## src/rtl/axi4_shared_splitter.sv

```systemverilog
// AXI4-shared (combined arw, ID on responses) to split AXI4 (aw/ar, ID-less b/r) bridge.
// Holds one command, steers it by direction, and re-attaches IDs from per-direction FIFOs.

module axi4_shared_splitter_fifo #(
  parameter int W     = 1,
  parameter int DEPTH = 2
) (
  input  logic         clk,
  input  logic         reset,
  input  logic         push_i,
  input  logic [W-1:0] din_i,
  input  logic         pop_i,
  output logic [W-1:0] head_o,
  output logic         empty_o,
  output logic         full_o
);
  localparam int AW = $clog2(DEPTH);

  logic [W-1:0]  mem_q [DEPTH];
  logic [AW-1:0] wptr_q, rptr_q;
  logic [AW:0]   cnt_q, cnt_d;
  logic          do_push, do_pop;

  assign empty_o = (cnt_q == '0);
  assign full_o  = (cnt_q == (AW+1)'(DEPTH));
  assign head_o  = mem_q[rptr_q];
  assign do_pop  = pop_i & ~empty_o;
  // A pop in the same cycle frees the slot, so a push at full is still safe.
  assign do_push = push_i & (~full_o | do_pop);
  assign cnt_d   = cnt_q + (AW+1)'(do_push) - (AW+1)'(do_pop);

  always_ff @(posedge clk) begin
    if (do_push) mem_q[wptr_q] <= din_i;
  end

  always_ff @(posedge clk) begin
    if (reset) begin
      wptr_q <= '0;
      rptr_q <= '0;
      cnt_q  <= '0;
    end else begin
      if (do_push) wptr_q <= wptr_q + 1'b1;
      if (do_pop)  rptr_q <= rptr_q + 1'b1;
      cnt_q <= cnt_d;
    end
  end
endmodule

module axi4_shared_splitter #(
  parameter int ADDR_W  = 26,
  parameter int ID_W    = 1,
  parameter int DATA_W  = 32,
  parameter int MAX_OUT = 2
) (
  input  logic              clk,
  input  logic              reset,
  input  logic              s_arw_valid,
  input  logic              s_arw_write,
  output logic              s_arw_ready,
  input  logic [27:0]       s_arw_addr,
  input  logic [ID_W-1:0]   s_arw_id,
  input  logic [7:0]        s_arw_len,
  input  logic              s_w_valid,
  input  logic              s_w_last,
  input  logic [DATA_W-1:0] s_w_data,
  output logic              s_w_ready,
  output logic              s_b_valid,
  output logic [ID_W-1:0]   s_b_id,
  input  logic              s_b_ready,
  output logic              s_r_valid,
  output logic              s_r_last,
  output logic [DATA_W-1:0] s_r_data,
  output logic [ID_W-1:0]   s_r_id,
  input  logic              s_r_ready,
  output logic              m_awvalid,
  output logic              m_arvalid,
  input  logic              m_awready,
  input  logic              m_arready,
  output logic [ADDR_W-1:0] m_awaddr,
  output logic [ADDR_W-1:0] m_araddr,
  output logic [7:0]        m_awlen,
  output logic [7:0]        m_arlen,
  output logic              m_wvalid,
  output logic              m_wlast,
  output logic [DATA_W-1:0] m_wdata,
  input  logic              m_wready,
  input  logic              m_bvalid,
  output logic              m_bready,
  input  logic              m_rvalid,
  input  logic              m_rlast,
  input  logic [DATA_W-1:0] m_rdata,
  output logic              m_rready,
  output logic              len_error
);
  localparam int CW = $clog2(MAX_OUT) + 1;

  logic              cmd_full_q, cmd_write_q;
  logic [ADDR_W-1:0] cmd_addr_q;
  logic [7:0]        cmd_len_q;
  logic [CW-1:0]     aw_done_q, aw_done_d;
  logic [7:0]        beat_q, beat_d;
  logic              len_error_q, len_error_d;

  logic aw_hs, ar_hs, cmd_drain, dir_full, arw_hs;
  logic b_hs, r_done, w_open, w_hs, exp_last, w_close;
  logic wid_full, wid_empty, rid_full, rid_empty, wlen_full, wlen_empty;
  logic [7:0] wlen_head;
  logic unused_bits;

  assign aw_hs       = m_awvalid & m_awready;
  assign ar_hs       = m_arvalid & m_arready;
  assign cmd_drain   = aw_hs | ar_hs;
  assign dir_full    = s_arw_write ? wid_full : rid_full;
  assign s_arw_ready = (~cmd_full_q | cmd_drain) & ~dir_full;
  assign arw_hs      = s_arw_valid & s_arw_ready;

  assign m_awvalid = cmd_full_q & cmd_write_q;
  assign m_arvalid = cmd_full_q & ~cmd_write_q;
  assign m_awaddr  = cmd_addr_q;
  assign m_araddr  = cmd_addr_q;
  assign m_awlen   = cmd_len_q;
  assign m_arlen   = cmd_len_q;

  always_ff @(posedge clk) begin
    if (reset) begin
      cmd_full_q  <= 1'b0;
      cmd_write_q <= 1'b0;
      cmd_addr_q  <= '0;
      cmd_len_q   <= '0;
    end else if (arw_hs) begin
      cmd_full_q  <= 1'b1;
      cmd_write_q <= s_arw_write;
      cmd_addr_q  <= s_arw_addr[ADDR_W-1:0];
      cmd_len_q   <= s_arw_len;
    end else if (cmd_drain) begin
      cmd_full_q  <= 1'b0;
    end
  end

  // Write data for a burst may only flow once its aw has been handed downstream.
  assign w_open    = (aw_done_q != '0) & ~wlen_empty;
  assign w_hs      = s_w_valid & m_wready & w_open;
  assign m_wvalid  = s_w_valid & w_open;
  assign s_w_ready = m_wready & w_open;
  assign m_wdata   = s_w_data;
  assign m_wlast   = s_w_last;
  assign exp_last  = (beat_q == wlen_head);
  assign w_close   = w_hs & exp_last;

  always_comb begin
    aw_done_d   = aw_done_q + CW'(aw_hs) - CW'(w_close);
    beat_d      = beat_q;
    len_error_d = len_error_q;
    if (w_hs) begin
      beat_d = w_close ? 8'd0 : beat_q + 8'd1;
      if (s_w_last != exp_last) len_error_d = 1'b1;
    end
  end

  always_ff @(posedge clk) begin
    if (reset) begin
      aw_done_q   <= '0;
      beat_q      <= '0;
      len_error_q <= 1'b0;
    end else begin
      aw_done_q   <= aw_done_d;
      beat_q      <= beat_d;
      len_error_q <= len_error_d;
    end
  end
  assign len_error = len_error_q;

  assign b_hs      = m_bvalid & s_b_ready;
  assign r_done    = m_rvalid & s_r_ready & m_rlast;
  assign s_b_valid = m_bvalid;
  assign m_bready  = s_b_ready;
  assign s_r_valid = m_rvalid;
  assign s_r_last  = m_rlast;
  assign s_r_data  = m_rdata;
  assign m_rready  = s_r_ready;

  axi4_shared_splitter_fifo #(.W(ID_W), .DEPTH(MAX_OUT)) u_wid (
    .clk(clk), .reset(reset), .push_i(arw_hs & s_arw_write), .din_i(s_arw_id),
    .pop_i(b_hs), .head_o(s_b_id), .empty_o(wid_empty), .full_o(wid_full));

  axi4_shared_splitter_fifo #(.W(ID_W), .DEPTH(MAX_OUT)) u_rid (
    .clk(clk), .reset(reset), .push_i(arw_hs & ~s_arw_write), .din_i(s_arw_id),
    .pop_i(r_done), .head_o(s_r_id), .empty_o(rid_empty), .full_o(rid_full));

  axi4_shared_splitter_fifo #(.W(8), .DEPTH(MAX_OUT)) u_wlen (
    .clk(clk), .reset(reset), .push_i(arw_hs & s_arw_write), .din_i(s_arw_len),
    .pop_i(w_close), .head_o(wlen_head), .empty_o(wlen_empty), .full_o(wlen_full));

  assign unused_bits = ^{s_arw_addr[27:ADDR_W], wlen_full, wid_empty, rid_empty};
endmodule
```

## config.mk

```make
export PLATFORM = sky130hd
export DESIGN_NAME = axi4_shared_splitter
export DESIGN_NICKNAME = d
export VERILOG_FILES = /design/src/rtl/axi4_shared_splitter.sv
export SDC_FILE = /design/constraint.sdc
export NUM_CORES = 1
export LEC_CHECK = 0
export CAP_MARGIN = 20
export CORE_MARGIN = 8
export CORE_UTILIZATION = 31
export CTS_CLUSTER_SIZE = 12
export DETAILED_ROUTE_END_ITERATION = 8
export PLACE_DENSITY = 0.82
export SYNTH_ARGS = -nofsm -noshare
export SYNTH_HDL_FRONTEND = slang
export SYNTH_SLANG_ARGS = --single-unit
```

## constraint.sdc

```tcl
create_clock -name clk -period 5.3 [get_ports clk]
set_clock_uncertainty 0.2 [all_clocks]
set_input_delay 1.325 -clock clk [delete_from_list [all_inputs] [get_ports clk]]
set_output_delay 1.325 -clock clk [all_outputs]
set_load 0.01 [all_outputs]
```

# ---- Yosys cells after proc, flatten, opt, wreduce, memory -nomap -nowiden
# Memory sizes are Yosys's and may differ from the RTL's. A register that Yosys moved wholly into a read port is not among the register bits.
# Index checks and enable logic that the tools add are counted.
dict set report word_totals {
  register_bits 59
  ramBits 20
  inputBits 115
  output_inout_bits 146
  word_cells 99
  mem_count 3
}
dict set report op_classes {
  n_addsub 15
  eq_ne 5
  n_mux 16
  n_bitwise 38
  reduce_logical 6
}
# name words width rd rd_clocked_by_memory_dff wr line_no
set memory_table {}
lappend memory_table {u_wlen.mem_q 2 8 1 1 1 19} ;# logic [W-1:0] mem_q [DEPTH];
lappend memory_table {u_rid.mem_q 2 1 1 1 1 19}
lappend memory_table {u_wid.mem_q 2 1 1 1 1 19}
# cell count
set ops {}
lappend ops {{$and A1 B1 Y1} 23}
lappend ops {{$mux W1} 15}
lappend ops {{$not A1 Y1} 10}
lappend ops {{$add A2 B1 Y2} 4}
lappend ops {{$add A8 B1 Y8 const B} 1}
lappend ops {{$eq A8 B8 Y1} 1}
lappend ops {{$mux W8} 1}
lappend ops {{$sub A2 B1 Y2} 4}
lappend ops {{$add A1 B1 Y1 const B} 6}
lappend ops {{$eq A2 B2 Y1 const B} 3}
lappend ops {{$logic_not A2 Y1} 3}
lappend ops {{$or A1 B1 Y1} 5}
lappend ops {{$reduce_bool A2 Y1} 2}
lappend ops {{$reduce_and A2 Y1} 1}
lappend ops {{$ne A1 B1 Y1} 1}

# ---- Depth between registers and ports, before layout
dict set report logic_depth {
  depth_word 11
  ltp_mapped 12
  ltp_nobuf 10
}

# ---- By module
# A second synthesis with hierarchy kept.
dict set report hier_totals {
  cells_unflattened 424
  hier_area_um2 4291.6
}
# module instances cells_each area_each_um2 seq_area_each_um2
set modules_own_cells {}
lappend modules_own_cells {axi4_shared_splitter 1 306 2827.7 940.9}
lappend modules_own_cells {{axi4_shared_splitter_fifo (u_wlen)} 1 52 825.8 580.6}
lappend modules_own_cells {{axi4_shared_splitter_fifo (u_rid ...)} 2 33 319.1 160.2}

# ---- Worst setup path before layout
# OpenSTA, ideal clock, no wires.
dict set report synth_path {
  path_type {input-to-output}
  start {input s_arw_write}
  end {output s_arw_ready}
  arrival_ps 1946
  t_required_ps 3775
  slack_ps 1829
  path_stages 2
  n_path_buf 0
  cell_sequence {and3b_1 -> a211oi_1}
}
dict set report synth_between {
  elab_chain_cells 3
}
# item line_no
set synth_lines {}
lappend synth_lines {{start, declared} 58} ;# input logic s_arw_write,
lappend synth_lines {{$mux W1} 113} ;# assign dir_full = s_arw_write ? wid_full : rid_full;
lappend synth_lines {{$not A1 Y1} 114} ;# assign s_arw_ready = (~cmd_full_q | cmd_drain) & ~dir_full;
lappend synth_lines {{$and A1 B1 Y1} 114}
lappend synth_lines {{end, declared} 59} ;# output logic s_arw_ready,
# No other way between the ends.

# ---- Worst setup path in the final report
# Same ends and word-level chain as after synthesis.

==> key figures <==
Power and ir drop
  • Leak Pwr: roughly 1.9 nW
  • Pwr Density: 309 nW/um^2
  • Peak supply drop: between 0.1 and 0.15 mV

STA
  • Worst slew pin tran: approximately 0.73 ns
  • Final min period: roughly 4.6 ns
  • Fmax: between 200 and 250 MHz
  • Setup TNS: 0 ns
  • Final hold violations: 0
  • Period utilization: between 80% and 90%
  • RSZ-0062 raised after global routing: no
  • Max Slew Vio Count: 0
  • Hold_ws: about 0.27 ns
  • Relative slew slack: between 50 and 60%
  • Endpoints failing setup: 0

Yosys
  • Ys Warns: 0
  • Number of synthesized flops with an enable pin: 20
  • Synth area leader: dfxtp_1
  • Seq/Total Area, Yosys: 44.0%
  • Top post-synthesis cells by area: dfxtp_1 30%, buf_4 19%, edfxtp_1 14%
  • Share of the synthesized area in the top cell type: ~30%
  • Synth Cell Area: approximately 4200 um^2
  • Post-synthesis area per instance: 9.19 um^2
  • Synth unique cells: 40
  • FFs w/ async S/R, synth: 0%
  • Post-synth net total: about 580
  • Ys flop type: dfxtp_1
  • Mapped Cells: ~460
  • #FFs+latches synth: 82

Floorplanning
  • Die height: 132 um
  • Row Count: 42
  • IO Count: 261
  • Core outline area: about 13,000 um^2
  • Die Width: about 130 um
  • Starting Density: between 30% and 40%
  • Area of the die: between 15,000 and 20,000 um^2

Global routing
  • Vias in the first global route: 2,968
  • All-layer global routing usage: 10.2%
  • Number of antenna violations at the first check in global routing: 0
  • Largest net degree at the start of global routing: 38
  • Global-route wire length before repair: 14,600 um
  • GRT Residual Overflow: 0

CTS
  • CTS resizes: 0
  • Max Buffers Root-to-Sink: 2
  • Clock latency on the worst-skew pair: between 0.3 and 0.4 ns
  • CTS tree: built
  • CTS Buf Count: 9
  • CTS sink count: 82
  • CTS clk-pin slew, worst paths: approximately 0.060 ns
  • CTS Hold Bufs: 0
  • Post-CTS setup repair buffer count: 0
  • H-tree depth: 3
  • Clock root cell: clkbuf_16

Worst setup path
  • CP Cell Sequence: clkdlybuf4s50_1 > and3b_1 > a211oi_1 > clkdlybuf4s50_1
  • Most frequent CP cell: clkdlybuf4s50_1
  • Crit Path Max Fanout: 6
  • CP top delay family: buffers and inverters
  • Buf/Inv on CP: 2
  • Startpoint types: primary input
  • Arr. time, crit path: roughly 3.1 ns
  • Worst Setup SP: s_arw_write
  • Slowest-stage cell, CP: clkdlybuf4s50_1
  • CP Capture Type: output port
  • Crit Path Category: in2out
  • WP data required: approximately 3.8 ns
  • Max incr delay on CP: between 0.6 and 0.7 ns

Placement
  • DP HPWL: ~6800 um
  • Final Wtd Congestion: approximately 0.74
  • Buffers on Ports: 130

Cells and area
  • Number of fill cells in the layout: 1,316
  • Area of the multi-input gates: between 1000 and 1500 um^2
  • Register Area: approximately 1800 um^2
  • Ratio of cells with drive above 1 in the final layout: 5.77%
  • NumNets Final: 604
  • ANT cells: 0
  • Commonest non-fill, non-tap cell in the layout: clkdlybuf4s50_1
  • Most frequent cells in the layout: 129 x clkdlybuf4s50_1, 83 x nand2_1, 62 x dfxtp_1
  • Area delta synth->final: 23.3%

Flow run
  • Max Cap Viol: 0

Drt
  • Detail Route Antenna Nets: 0
  • Post-DR wirelength/cell: between 10 and 15 um
  • Routed WL: slightly below 9000 um
  • Initial DRC count: 90
  • Vias per std cell: ~4.4
  • Drt drc: 0
  • Via count: between 2,000 and 3,000
  • Drt first pass iters: 4

Min path
  • Hold_sp: m_araddr[5]$_SDFFE_PP0N_
  • Worst hold path type: reg2reg

Status
  • Run status: complete, no violations
==> report_power, final <==
group	total [mW]	switching [mW]	internal [mW]
logic	0.288	0.131	0.157
clock network	0.594	0.268	0.326
registers	0.712	0.0287	0.684
total	1.59	0.428	1.17
==> area by class of cell <==
cell class	count	area share (%)
flip-flops and latches	82	35.7
clock buffers	9	4.37
inverters	13	0.946
well taps	176	4.27
multi-input cells	240	27.8
clock inverters	7	1.16
repair buffers	134	25.7
==> per-stage QoR <==
| step | power [mW] | instance area, um^2 | std cells | setup slack (ns) | util (%) |
|---|---|---|---|---|---|
| 4_1_cts | 1.63 | 5160 | 661 | 0.705 | 39.1 |
| 3_3_place_gp | 1.01 | 4870 | 645 | 0.730 | 36.9 |
| 3_5_place_dp | 1.02 | 4870 | 645 | 0.705 | 36.9 |
| 2_1_floorplan | 0.933 | 4180 | 455 | 1.83 | - |
| 5_1_grt | 1.69 | 5160 | 661 | 0.566 | 39.1 |
| 6_report | 1.59 | 5160 | 661 | 0.700 | 39.1 |
==> synth_stat cells, types with 4 or more instances <==
master and count:
buf_4 104, nand2_1 83, dfxtp_1 62, a21oi_1 39
edfxtp_1 20, nor2_1 20, xnor2_1 18, clkbuf_1 13
inv_1 13, nor3_1 10, ha_1 9, mux2i_1 9
xor2_1 7, nor2b_1 6, a31oi_1 4
==> routing by layer <==
| layer | vias to the layer above | part of all wire, % | GRT usage [%] |
|---|---|---|---|
| met5 | - | 0 | 0 |
| met4 | 0 | 1.1 | 2.87 |
| met3 | 12 | 7.4 | 4.88 |
| met2 | 117 | 48 | 17.1 |
| met1 | 1308 | 43 | 11.2 |
| li1 | 1442 | - | - |
==> final timing paths <==
kind	cells past startpoint	slack [ns]	end
setup / recovery	4	0.70	s_arw_ready
hold / removal	2	0.27	m_araddr[5]$_SDFFE_PP0N_
setup reg to reg	10	2.16	u_wlen.cnt_q[1]$_SDFF_PP0_
hold reg to reg	2	0.27	m_araddr[5]$_SDFFE_PP0N_
==> worst reg2reg max path: cells and delay by family (launching register included) <==
kind	cells	cell delay (ns)
xor+xnor	3	0.45
fa+ha+maj	2	0.43
buf+inv	1	0.05
flops	1	0.59
mux	1	0.30
simple gates	3	0.98
==> kinds of logic (layout without fill, tap and decap cells) <==
group                    Yosys count  in the layout  synth area share [%]
AND/OR/NAND/NOR                  138            138                  14.9
buffers and inverters            133            163                  21.6
flip-flops                        82             82                  44.0
AO/OA/AOI/OAI                     55             55                  8.26
XOR/XNOR                          25             25                  5.23
multiplexers                      13             13                  3.23
adder cells (fa/ha/maj)            9              9                  2.69
==> state kept, by name, indices dropped and copies added, names as in the netlist, 2 cells and up, named ones only <==
register / cells
u_wid.mem_q: 2
m_arlen: 8
u_rid.mem_q: 2
m_araddr: 26
u_wid.cnt_q: 2
aw_done_q: 2
u_wlen.mem_q: 16
u_wlen.cnt_q: 2
u_rid.cnt_q: 2
beat_q: 8
Note: power is estimated with default switching activity, not from simulation.
